<file path="config.mk">
export PLATFORM = sky130hd
export DESIGN_NAME = bus_shift_arbiter
export DESIGN_NICKNAME = d
export VERILOG_FILES = /design/src/rtl/bus_shift_arbiter.sv
export SDC_FILE = /design/constraint.sdc
export NUM_CORES = 1
export LEC_CHECK = 0
export ABC_CLOCK_PERIOD_IN_PS = 2500
export BUFFER_PORTS_ARGS = -buffer_cell sky130_fd_sc_hd__buf_2
export CAP_MARGIN = 15
export CORE_MARGIN = 2
export CORE_UTILIZATION = 25
export CTS_BUF_LIST = sky130_fd_sc_hd__clkbuf_4 sky130_fd_sc_hd__clkbuf_8
export CTS_CLUSTER_SIZE = 10
export DETAILED_ROUTE_END_ITERATION = 12
export PLACE_DENSITY_LB_ADDON = 0.1
export SLEW_MARGIN = 20
export SYNTH_ARGS = -nofsm -noshare
export SYNTH_HDL_FRONTEND = slang
export SYNTH_SLANG_ARGS = --single-unit
</file>
<file path="constraint.sdc">
create_clock -name clk -period 2.5 [get_ports clk]
set_input_delay 0.5 -clock clk [delete_from_list [all_inputs] [get_ports clk]]
set_output_delay 0.5 -clock clk [all_outputs]
set_load 0.03 [all_outputs]
</file>
<file path="src/rtl/bus_shift_arbiter.sv">
// bus_shift_arbiter: round-robin arbiter and tag tracker that shares one
// fixed-latency bus_shift delay line between N_REQ requesters. The granted
// word goes onto dl_in, and a DELAY-deep valid/ID pipeline follows it so that
// the word leaving dl_out is returned as a response tagged with its owner.
// Optional macro BUS_SHIFT_ARB_FLUSH_EN adds a flush input that drops all
// in-flight words without disturbing the round-robin pointer.
module bus_shift_arbiter #(
  parameter int WIDTH = 10,
  parameter int DELAY = 4,
  parameter int N_REQ = 4,
  parameter int ID_W  = $clog2(N_REQ),
  parameter int CNT_W = $clog2(DELAY + 1)
) (
  input  logic                   clk,
  input  logic                   srst,
`ifdef BUS_SHIFT_ARB_FLUSH_EN
  input  logic                   flush,
`endif
  input  logic [N_REQ-1:0]       req_valid,
  input  logic [N_REQ*WIDTH-1:0] req_data,
  output logic [N_REQ-1:0]       req_ready,
  output logic [WIDTH-1:0]       dl_in,
  input  logic [WIDTH-1:0]       dl_out,
  output logic                   rsp_valid,
  output logic [ID_W-1:0]        rsp_id,
  output logic [WIDTH-1:0]       rsp_data,
  output logic [CNT_W-1:0]       inflight
);

  logic              flush_act;
  logic              blocked;
  logic              grant;
  logic [ID_W-1:0]   winner;
  logic [ID_W-1:0]   ptr;
  logic [DELAY-1:0]  vld_pipe;
  logic [ID_W-1:0]   id_pipe [DELAY];

`ifdef BUS_SHIFT_ARB_FLUSH_EN
  assign flush_act = flush;
`else
  assign flush_act = 1'b0;
`endif

  // No grant may be issued while the tracking state is being cleared.
  assign blocked = srst | flush_act;

  // ---- stage: arbitration (combinational, ahead of the delay line) ----
  // Round-robin search starting at ptr, ascending with wrap; first set bit wins.
  always_comb begin
    grant  = 1'b0;
    winner = '0;
    for (int k = 0; k < N_REQ; k++) begin
      if (!grant && req_valid[(int'(ptr) + k) % N_REQ]) begin
        grant  = 1'b1;
        winner = ID_W'((int'(ptr) + k) % N_REQ);
      end
    end
    if (blocked) begin
      grant = 1'b0;
    end
  end

  assign req_ready = grant ? (N_REQ'(1) << winner) : '0;
  assign dl_in     = grant ? req_data[winner*WIDTH +: WIDTH] : '0;

  // ---- stage: tag pipeline (runs in lock-step with the external delay line) ----
  // Pointer, valid/ID shift registers and in-flight count; vld_pipe is the
  // sole authority on whether dl_out carries a live word.
  always_ff @(posedge clk) begin
    if (srst) begin
      ptr      <= '0;
      vld_pipe <= '0;
      inflight <= '0;
      for (int i = 0; i < DELAY; i++) begin
        id_pipe[i] <= '0;
      end
    end else begin
      if (grant) begin
        if (int'(winner) == N_REQ - 1) begin
          ptr <= '0;
        end else begin
          ptr <= winner + 1'b1;
        end
      end

      if (flush_act) begin
        vld_pipe <= '0;
        inflight <= '0;
      end else begin
        vld_pipe[0] <= grant;
        for (int i = 1; i < DELAY; i++) begin
          vld_pipe[i] <= vld_pipe[i-1];
        end
        // A retire is the word currently shown on rsp_valid.
        case ({grant, vld_pipe[DELAY-1]})
          2'b10:   inflight <= inflight + CNT_W'(1);
          2'b01:   inflight <= inflight - CNT_W'(1);
          default: inflight <= inflight;
        endcase
      end

      id_pipe[0] <= winner;
      for (int i = 1; i < DELAY; i++) begin
        id_pipe[i] <= id_pipe[i-1];
      end
    end
  end

  // ---- stage: response (aligned with dl_out) ----
  assign rsp_valid = vld_pipe[DELAY-1];
  assign rsp_id    = id_pipe[DELAY-1];
  assign rsp_data  = dl_out;

endmodule

</file>
==> After elaboration in Yosys (flattened, before gate mapping) <==
Memory sizes are Yosys's and may differ from the RTL's.
Cells that the tools add are included.
{ "word_totals": {"ff_bits": 9, "mem_bits_rw": 8, "wordCells": 68, "memories": 1} }
{ "op_classes": {"add_sub_neg": 6, "multipliers": 1, "magnitude_cmp": 4, "n_eq_ne": 3, "shift": 2, "n_mux": 31, "bitwise_logic": 7, "reduce_logical": 10} }
{ "memory_table": {"columns": ["memory", "words", "width", "rd", "rd_ports_with_merged_regs", "write_ports", "line", "source"], "rows": [
  ["id_pipe", 4, 2, 4, 0, 4, "36", "logic [ID_W-1:0] id_pipe [DELAY];"]
]} }
{ "ops": {"columns": ["operator", "count"], "rows": [
  ["40-bit by 7-bit indexed part select with 10-bit output", 1],
  ["2-bit 2-to-1 mux", 9],
  ["1-bit 2-to-1 mux", 15],
  ["3-bit by 4-bit < comparator with 1-bit output, second input constant", 3],
  ["10-bit 2-to-1 mux", 1],
  ["1-bit binary-select mux with 2-bit select", 4],
  ["3-bit case mux with 2 select lines", 1],
  ["2-bit OR reduction", 3],
  ["2-bit by 3-bit multiplier with 5-bit output, second input constant", 1],
  ["2-bit by 1-bit adder with 2-bit output, second input constant", 2],
  ["2-bit adder, second input constant", 2],
  ["2-bit by 1-bit equality test with 1-bit output, second input constant", 2],
  ["4-bit 2-to-1 mux", 1],
  ["1-bit OR", 4],
  ["1-bit by 2-bit << shifter with 4-bit output, first input constant", 1],
  ["3-bit by 1-bit adder with 3-bit output, second input constant", 1],
  ["1-bit bitwise AND, first input constant", 3],
  ["1-bit logical AND", 3],
  ["1-bit zero test", 3],
  ["2-bit by 3-bit < comparator with 1-bit output, second input constant", 1],
  ["3-bit by 1-bit subtractor with 3-bit output, second input constant", 1],
  ["2-bit equality test, second input constant", 1],
  ["2-bit nonzero test", 1]
]} }

==> Logic depth before layout (Yosys ltp) <==
Gate-level depths: netlist of run 1.
{ "depth": {"depth_word": 17, "depth_mapped": 10} }

==> Worst setup path after synthesis of run 1 <==
No wires, ideal clock.
{ "synth_path": {"kind": "in2out", "from": "input req_valid[1]", "to": "output dl_in[0]", "arrival_ps": 1792, "required_ps": 2000, "slack_ps": 208, "stages": 7, "path_buffers": 2, "path_cell_list": "nand2b_1 -> a21oi_1 -> a211o_1 -> buf_6 -> buf_12 -> mux2i_1 -> o22ai_1"} }
{ "synth_via": {"elab_chain_cells": 15} }
{ "synth_lines": {"columns": ["element", "line", "source"], "rows": [
  ["start: declaration", "19", "input logic [N_REQ-1:0] req_valid,"],
  ["1-bit binary-select mux with 2-bit select", "53", "if (!grant && req_valid[(int'(ptr) + k) % N_REQ]) begin"],
  ["1-bit 2-to-1 mux (implied by the code)", "53", null],
  ["1-bit 2-to-1 mux", "53", null],
  ["1-bit zero test", "53", null],
  ["1-bit logical AND", "53", null],
  ["1-bit 2-to-1 mux", "53", null],
  ["1-bit zero test", "53", null],
  ["1-bit logical AND", "53", null],
  ["1-bit 2-to-1 mux", "53", null],
  ["1-bit zero test", "53", null],
  ["1-bit logical AND", "53", null],
  ["2-bit 2-to-1 mux", "53", null],
  ["2-bit by 3-bit multiplier with 5-bit output", "64", "assign dl_in = grant ? req_data[winner*WIDTH +: WIDTH] : '0;"],
  ["40-bit by 7-bit indexed part select with 10-bit output", "64", null],
  ["10-bit 2-to-1 mux (*)", "64", null],
  ["end: declaration", "22", "output logic [WIDTH-1:0] dl_in,"]
]} }
Mark *: on every way between the ends. The rest lies on a longest branch, timed or not. The select of a mux whose other input is x is not followed.

==> Final worst setup path of run 1 <==
{ "layout_path": {"from": "input req_valid[2]", "to": "output req_ready[3]"} }
{ "layout_via": {"elab_chain_cells": 14} }
{ "layout_lines": {"columns": ["element", "line", "source"], "rows": [
  ["1-bit binary-select mux with 2-bit select", "53", null],
  ["1-bit 2-to-1 mux (implied by the code)", "53", null],
  ["1-bit 2-to-1 mux", "53", null],
  ["1-bit zero test", "53", null],
  ["1-bit logical AND", "53", null],
  ["1-bit 2-to-1 mux", "53", null],
  ["1-bit zero test", "53", null],
  ["1-bit logical AND", "53", null],
  ["1-bit 2-to-1 mux", "53", null],
  ["1-bit zero test", "53", null],
  ["1-bit logical AND", "53", null],
  ["2-bit 2-to-1 mux (*)", "53", null],
  ["net winner[0]", "33", "logic [ID_W-1:0] winner;"],
  ["1-bit by 2-bit << shifter with 4-bit output (*)", "63", "assign req_ready = grant ? (N_REQ'(1) << winner) : '0;"],
  ["4-bit 2-to-1 mux (*)", "63", null],
  ["end: declaration", "21", "output logic [N_REQ-1:0] req_ready,"]
]} }
The timed path passes the listed nets; every way through them passes the cells marked *. The select of a mux whose other input is x is not followed.

==> metrics.md, run 1 <==
| Metric | Value |
|---|---|
| Reg2reg start | `ptr[0]` |
| Grt ovf | `0` |
| Fillcell total | `445` |
| Status | `completed` |
| Ports | `86` |
| Final setup fails | `0` |
| Largest cells by area after synthesis | `dfxtp_1 31%, mux2i_1 20%, buf_4 6.8%` |
| CTS root buffer | `clkbuf_8` |
| Syn Area/Cell | `between 9 and 10 um^2` |
| CTS tree | `yes` |
| Antenna diodes | `0` |
| Synthesis-to-layout area growth | `36.2%` |
| Hold WS | `roughly 430 ps` |
| Clk_lat worst skew | `between 200 and 250 ps` |
| Global Route Usage Sum | `slightly above 10%` |
| 1st-iter DRT viols | `16` |
| Startpoint Class | `input pin` |
| CP startpoint | `req_valid[2]` |
| Routed Antenna Nets | `0` |
| Seq pwr share | `between 30% and 40%` |
| Post-synth net total | `around 180` |
| Net Sw Frac | `37.0%` |
| Final setup margin | `around 120 ps` |
| Final wirelength | `between 2000 and 3000 um` |
| Clock Sink Count | `17` |
| Dpl ws | `~12 ps` |
| Mapped cell area | `around 0.0011 mm^2` |
| Area of the multi-input gates | `607 um^2` |
| Vias per std cell | `4.46` |
| Core area | `0.00429 mm^2` |
| CP delay by family, top | `buffers and inverters` |
| Unrepaired setup endpoints after global routing | `no` |
| Final-stage net count | `239` |
| Worst Skew | `around 1.2 ps` |
| Post-synth top area share | `30.9%` |
| FMAX | `421 MHz` |
| Row cnt | `24` |
| Die Wd | `just over 70 um` |
| CP peak stage delay | `approximately 420 ps` |
| Routed met3 length | `between 200 and 300 um` |
| Global-route wire length before repair | `4130 um` |
| Crit path time final | `around 2400 ps` |
| Clk pwr share | `between 20% and 30%` |
| Seq. cell area | `roughly 340 um^2` |
| Max_cap viols | `0` |
| Setup TNS Final | `0 ps` |
| Cell count after synthesis | `roughly 120` |
| Die H | `approximately 70 um` |
| Maximum VDD drop | `around 0.19 mV` |
| Worst-path cell chain | `buf_2, inv_1, o22ai_1, a211o_2, buf_12, inv_2, ha_1, and2_1, clkbuf_4` |
| Pint | `about 640 uW` |
| Drt pass-1 iters | `4` |
| Worst Path Arrival | `between 1500 and 2000 ps` |
| Highest Signal Layer | `met4` |
| Post-route DRC | `0` |
| TritonCTS buffer count | `3` |
| Clock transition at path regs | `60 ps` |
| Yosys reg bits | `17` |
| Hold/Removal Path Class | `flip-flop to flip-flop` |
| WS Path Type | `input pin to primary output` |
| Rel. slew slack | `roughly 65%` |
| Clock Tree Buf Depth | `2` |
| Max-slew violation count | `0` |
| Period utilisation layout | `95.1%` |
| Initial core utilization | `25.7%` |
| Vias in the first global route | `about 1,000` |
| Met1 WL | `between 1000 and 1500 um` |
| Port Buffers | `65` |
| Synth area leader | `dfxtp_1` |
| Final hold vios | `0` |
| Worst Path Required | `approximately 2000 ps` |
| Crit path buffers/inverters | `5` |
| Via count | `a little over 1,000` |
| Comb pwr share | `48.3%` |
| Hold_sp | `id_pipe[1][1]` |
| Met2 routed WL | `about 1300 um` |
| Critical path endpoint category | `primary output` |
| Critical Path Slowest Stage Cell | `a211o_2` |
| Seq/Total Area, Yosys | `30.9%` |
| Placement Cell Area | `about 0.0014 mm^2` |
| NetSw | `around 380 uW` |
| Die area | `between 0.004 and 0.005 mm^2` |
| Initial antenna violation count | `0` |
| Pin count of the biggest net entering global routing | `25` |
| YS warnings | `0` |
| P_leak | `a little over 0.0008 uW` |
| Netlist cell types | `27` |
| Pwr per Cell Area | `slightly below 700 mW/mm^2` |
| Hpwl dp | `1950 um` |
| Routed length per instance | `between 10 and 15 um` |
| Design Area, Final | `0.00150 mm^2` |
| Routability cong. | `around 0.76` |
| Worst slew pin tran | `between 500 and 600 ps` |
| CTS H-tree depth | `1` |
| Share of cells above drive strength 1 | `46.6%` |
| Max FO, Critical Path | `6` |
## registers in the layout, summed over array words and instances (netlist names)
name / flops
id_pipe: 8
vld_pipe: 4
ptr: 2
inflight: 3
## layout by cell type (no fill, tap or decap), drive strengths merged, types with 2 or more instances in the layout
master and count:
nand2 2, a21oi 5, inv 7, dfxtp 17
nor2b 9, mux2i 22, o22ai 11, nor2 8
ha 5, clkbuf 7, nand2b 2, buf 67
and2 4, nor3 2
## worst register-to-register path: cells and delay by family (launching register included)
| family | cells | cell delay [ps] |
|---|---|---|
| AOI/OAI and AO/OA | 2 | 420 |
| DFF | 1 | 350 |
| buffers and inverters | 2 | 240 |
| adders and majority gates | 1 | 220 |
| and+or+nand+nor | 2 | 180 |
| muxes | 1 | 120 |
## power groups by stage
stage / logic [uW] / registers [uW] / clock network (uW)
floorplan: 369 / 327 / 0
global placement: 438 / 317 / 0
detailed placement: 442 / 319 / 0
CTS: 443 / 313 / 220
global route: 530 / 317 / 231
finish: 490 / 313 / 211
## final timing paths
path | end | slack (ps) | cells past startpoint
max reg2reg | ptr[1] | 860 | 8
min | id_pipe[2][1] | 430 | 1
max | req_ready[3] | 120 | 9
min reg2reg | id_pipe[2][1] | 430 | 1
## final cells by class
class / count / area share [%]
Sequential cell: 17 / 22.8
Timing Repair Buffer: 70 / 27.5
Inverter: 7 / 1.75
Clock buffer: 4 / 3.25
Multi-Input combinational cell: 78 / 40.4
Tap cell: 52 / 4.33
## synth_stat cells
library cell,n
nor4_2,1
nor3b_1,1
dfxtp_1,17
xnor2_1,1
buf_12,2
nor3_2,1
inv_1,5
nand2b_1,2
or3_1,1
and2_1,4
fa_1,1
buf_4,10
o22ai_1,11
buf_2,1
nor3_1,1
ha_1,5
mux2i_1,22
a211o_1,1
nand2_1,2
o21ai_0,1
nor2_1,8
a21oi_1,5
buf_6,1
clkbuf_1,1
inv_2,2
xor2_1,1
nor2b_1,9
## cell families after synthesis
family / synth area share, %
flops: 30.9
xor+xnor: 1.59
fa+ha+maj: 7.49
compound gates: 9.76
simple gates: 15.7
buf+inv: 14.6
mux: 20.0
## through the flow
step                      power (uW)  utilization, %  instances
after global placement           755            32.4        222
after floorplan                  695               -        117
after CTS                        976            33.6        226
after global routing            1080            35.0        228
final                           1010            35.0        228
after detailed placement         761            32.4        222
## repair_timing
action	4_1_cts	5_1_grt
hold endpoints to repair	0	0
hold buffers	0	0
setup buffers	0	0
gates resized for setup	0	5
setup endpoints to repair	0	11
## per-layer routing
| layer | track usage (%) | vias to the layer above |
|---|---|---|
| met5 | 0 | - |
| met3 | 3.17 | 2 |
| met1 | 10.8 | 444 |
| met2 | 18.6 | 58 |
| li1 | - | 512 |
| met4 | 3.85 | 0 |
Power figures use the tool's default switching activity.
==> run 2: changes to the inputs <==
BUFFER_PORTS_ARGS = -buffer_cell sky130_fd_sc_hd__clkbuf_2   (was -buffer_cell sky130_fd_sc_hd__buf_2)
==> metrics.md, run 2 (synthesis results as in run 1) <==
| Metric | Value |
|---|---|
| Port Buffers | `65` |
| Global Route Usage Sum | `a little over 10%` |
| Ports | `between 80 and 90` |
| Most common cell after layout, fill and taps aside | `clkbuf_2` |
| Row cnt | `24` |
| Clk_lat worst skew | `250 ps` |
| Share of cells above drive strength 1 | `45.1%` |
| FMAX | `424 MHz` |
| Drt pass-1 iters | `4` |
| Worst Path Required | `~2000 ps` |
| Worst reg-to-reg path cell count | `8` |
| Power, Total | `~960 uW` |
| Initial core utilization | `about 26%` |
| Final setup fails | `0` |
| Fillcell total | `460` |
| Status | `completed` |
| Area of the multi-input gates | `around 600 um^2` |
| Crit path depth | `8` |
| Hold/Removal Path Class | `flip-flop to flip-flop` |
| Final hold vios | `0` |
| CTS root buffer | `clkbuf_8` |
| Most frequent cells in the layout | `61 x clkbuf_2, 22 x mux2i_1, 16 x dfxtp_1` |
| Final-stage net count | `238` |
| Routed length per instance | `10.8 um` |
| Max FO, Critical Path | `24` |
| Startpoint Class | `flip-flop` |
| Period utilisation layout | `a little over nine tenths` |
| Die H | `between 70 and 80 um` |
| Routed Antenna Nets | `0` |
| Maximum VDD drop | `0.162 mV` |
| Largest registers | `id_pipe: 8 flops, vld_pipe: 4 flops, inflight: 3 flops` |
| Routability cong. | `0.745` |
| CP peak stage delay | `~370 ps` |
| Critical Path Slowest Stage Cell | `dfxtp_1` |
| 1st-iter DRT viols | `17` |
| CTS tree | `yes` |
| CTS H-tree depth | `1` |
| Rel. slew slack | `approximately two thirds` |
| P_leak | `between 0.0007 and 0.0008 uW` |
| Final wirelength | `about 2500 um` |
| CP delay by family, top | `buffers and inverters` |
| Worst Path Arrival | `1860 ps` |
| Setup TNS Final | `0 ps` |
| Seq. cell area | `between 300 and 400 um^2` |
| Post-route DRC | `0` |
| Largest reg by FF count | `id_pipe` |
| Initial antenna violation count | `0` |
| Antenna diodes | `0` |
| Die area | `around 0.0050 mm^2` |
| Unrepaired setup endpoints after global routing | `no` |
| Clock transition at path regs | `70 ps` |
| Max_cap viols | `0` |
| Core area | `around 0.0043 mm^2` |
| Vias per std cell | `between 4 and 5` |
| Global-route wire length before repair | `4120 um` |
| TritonCTS buffer count | `3` |
| Synthesis-to-layout area growth | `32.0%` |
| Vias in the first global route | `slightly below 1,000` |
| Crit path buffers/inverters | `3` |
| Clock Tree Buf Depth | `2` |
| Hold WS | `438 ps` |
| Max-slew violation count | `0` |
| Worst-path cell chain | `nand2b_1, a21oi_1, a211o_1, buf_12, inv_2, ha_1, and2_1, clkbuf_2` |
| Worst Skew | `1.77 ps` |
| Pwr per Cell Area | `between 600 and 700 mW/mm^2` |
| Grt ovf | `0` |
| Worst slew pin tran | `480 ps` |
| Via count | `about 1,000` |
| Worst Hold Depth | `1` |
| Hpwl dp | `1990 um` |
| WS Path Type | `flip-flop to primary output` |
| Crit path time final | `2360 ps` |
| Largest register FFs | `8` |
| Critical path endpoint category | `primary output` |
| Pin count of the biggest net entering global routing | `25` |
| Die Wd | `between 70 and 80 um` |
| Clock Sink Count | `17` |
[run 2: changes by cell type in the layout (fill, tap and decap cells not counted), sizes merged]
cell	delta
clkinv	+1
buf	-60
clkbuf	+58
[run 2: metrics by stage]
step / cell area [um^2] / utilization, % / setup WS, ps / std cells
6_report: 1460 / 33.9 / 143 / 227
5_1_grt: 1460 / 33.9 / 2.17 / 227
4_1_cts: 1450 / 33.7 / 29.9 / 227
3_5_place_dp: 1400 / 32.6 / 20.8 / 223
3_3_place_gp: 1400 / 32.6 / 73.8 / 223
2_1_floorplan: 1100 / - / 208 / 117
[run 2: repair_timing]
item,CTS,global route
buffers inserted,0,0
endpoints found under the setup margin,0,11
hold buffers,0,0
resized for setup,0,9
[run 2: layout make-up]
class / count / area share (%)
Clock buffer: 3 / 2.84
Clock inverter: 1 / 0.344
Inverter: 7 / 1.81
Multi-Input combinational cell: 78 / 41.4
Sequential cell: 17 / 23.5
Tap cell: 52 / 4.47
Timing Repair Buffer: 69 / 25.6
[run 2: power by group]
part           leakage (uW)  internal [uW]  total (uW)  switching (uW)
sequential         0.000140            297         313            16.3
clock             0.0000255            110         201            90.6
combinational      0.000633            186         444             258
[run 2: final timing paths]
path | endpoint | slack [ps] | start
worst min register to register | id_pipe[3][0] | 440 | id_pipe[2][0]
worst max register to register | ptr[1] | 850 | ptr[0]
worst min-delay path | id_pipe[3][0] | 440 | id_pipe[2][0]
worst max-delay path | req_ready[1] | 140 | ptr[0]
[run 2: layer usage]
layer,global-route usage (%),share of wire [%],vias up
met4,3.85,0.77,0
li1,-,-,506
met2,19.2,50,62
met1,10.5,38,430
met5,0,0,-
met3,2.74,11,2
==> run 3: changes to the inputs <==
ABC_CLOCK_PERIOD_IN_PS = 2100   (was 2500)
SLEW_MARGIN = default   (was 20)
clock period = 2.1 ns   (was 2.5 ns; I/O delays follow)
==> metrics.md, run 3 (synthesis results as in run 1) <==
| Metric | Value |
|---|---|
| Status | `complete, but fails checks` |
| Violated checks | `negative setup slack` |
| Hold WS | `434 ps` |
| Initial core utilization | `25.7%` |
| TritonCTS buffer count | `3` |
| CTS Hold Bufs | `0` |
| Maximum VDD drop | `around 0.29 mV` |
| Largest reg by FF count | `id_pipe` |
| Synthesis-to-layout area growth | `66.3%` |
| Hpwl dp | `about 2200 um` |
| Startpoint Class | `input pin` |
| Critical Path Slowest Stage Cell | `a211o_4` |
| Max FO, Critical Path | `6` |
| Post-route DRC | `0` |
| Vias in the first global route | `1,154` |
| Core area | `between 0.004 and 0.005 mm^2` |
| Period utilisation layout | `104%` |
| Power, Total | `1420 uW` |
| Initial antenna violation count | `0` |
| Rel. slew slack | `82.0%` |
| CP delay by family, top | `buffers and inverters` |
| Global Route Usage Sum | `11.5%` |
| Worst Skew | `roughly 0.28 ps` |
| Share of cells above drive strength 1 | `58.8%` |
| Grt ovf | `0` |
| Final core utilization | `~43%` |
| WS Path Type | `input pin to primary output` |
| Hold/Removal Path Class | `flip-flop to flip-flop` |
| Vias per std cell | `around 4.5` |
| Worst-path cell chain | `clkbuf_2, nand2b_1, a21oi_2, a211o_4, buf_6, inv_4, ha_1, and2_4, clkbuf_8` |
| Global-route met3 utilization | `between 2 and 3%` |
| Port Buffers | `65` |
| Pwr per Cell Area | `between 700 and 800 mW/mm^2` |
| 1st-iter DRT viols | `26` |
| Met2 GRT Util | `between 20% and 30%` |
| Crit path buffers/inverters | `4` |
| Row cnt | `24` |
| Post CTS Setup Buffer Count | `0` |
| Pin count of the biggest net entering global routing | `16` |
| Worst Path Arrival | `1760 ps` |
| Final wirelength | `roughly 2800 um` |
| Most common cell after layout, fill and taps aside | `clkbuf_2` |
| Ports | `86` |
| Met1 Usage GRT | `a little over a tenth` |
| Routed length per instance | `~12 um` |
| Antenna diodes | `0` |
| Die Wd | `between 70 and 80 um` |
| Via count | `around 1,100` |
| Largest registers | `id_pipe: 8 flops, vld_pipe: 4 flops, inflight: 3 flops` |
| Hold_sp | `id_pipe[1][0]` |
| Final-stage net count | `250` |
| Worst slew pin tran | `between 200 and 300 ps` |
| Final setup margin | `-82.5 ps` |
| Clk_lat worst skew | `about 250 ps` |
| Reg2reg start | `vld_pipe[3]` |
| Worst Path Required | `1680 ps` |
| Max_cap viols | `0` |
| Clock Tree Buf Depth | `2` |
| CP startpoint | `req_valid[1]` |
| Clock transition at path regs | `60 ps` |
| Fillcell total | `430` |
| CTS tree | `yes` |
| CTS H-tree depth | `1` |
| Die area | `between 0.004 and 0.005 mm^2` |
| Max-slew violation count | `0` |
| Clock Sink Count | `17` |
| Routed Antenna Nets | `0` |
| Unrepaired setup endpoints after global routing | `yes` |
| Critical path endpoint category | `primary output` |
| Die H | `between 70 and 80 um` |
| CP peak stage delay | `between 300 and 400 ps` |
| Largest register FFs | `8` |
| Most frequent cells in the layout | `50 x clkbuf_2, 21 x mux2i_1, 16 x clkbuf_8` |
| Crit path time final | `between 2000 and 2500 ps` |
| Final setup fails | `14` |
| Drt pass-1 iters | `4` |
| P_leak | `around 0.00093 uW` |
| Grt peak-use layer | `met2` |
| Final hold vios | `0` |
| Global-route wire length before repair | `between 4000 and 5000 um` |
| Routability cong. | `approximately 0.74` |
| FMAX | `approximately 460 MHz` |
| CTS root buffer | `clkbuf_8` |
==> run 3: cell count changes in the layout (fill, tap and decap cells not counted), sizes merged <==
cell,before,now
buf,7,18
clkbuf,65,66
==> run 3: worst paths after layout <==
check	cells past startpoint	slack, ps	to
hold / removal	1	430	id_pipe[2][0]
hold reg to reg	1	430	id_pipe[2][0]
setup reg to reg	5	530	inflight[2]
setup / recovery	9	-80	req_ready[1]
==> run 3: report_power, final <==
| group | internal (uW) | total (uW) | switching (uW) |
|---|---|---|---|
| Clock | 131 | 240 | 109 |
| Combinational | 421 | 799 | 378 |
| Sequential | 355 | 377 | 22.0 |
| Total | 907 | 1420 | 509 |
==> run 3: final cells by class <==
cell class	count	area [um^2]	area share [%]
clock buffer	3	41.3	2.25
clock inverter	1	5.00	0.273
inverter	7	28.8	1.57
multi-input combinational	78	717	39.1
sequential	17	343	18.7
tap	52	65.1	3.55
timing repair buffer	81	633	34.5
==> run 3: timing repair <==
item                                    in CTS  in global routing
pin swaps                                    4                  3
endpoints found under the setup margin      14                 14
resized for setup                           42                  8
cloned                                       2                  0
==> run 3: through the flow <==
stage	TNS [ps]	worst slack, ps	cell area [um^2]	instances
2_1_floorplan	-48.0	-31.0	1150	117
3_3_place_gp	-815	-80.2	1540	233
3_5_place_dp	-1350	-132	1540	233
4_1_cts	-970	-95.3	1810	239
5_1_grt	-1880	-153	1830	239
6_report	-977	-82.5	1830	239
==> run 3: layer usage <==
metal	vias to the layer above	part of all wire [%]
met1	466	37
met4	0	2.3
met2	76	52
met3	6	9.3
met5	-	0
li1	530	-
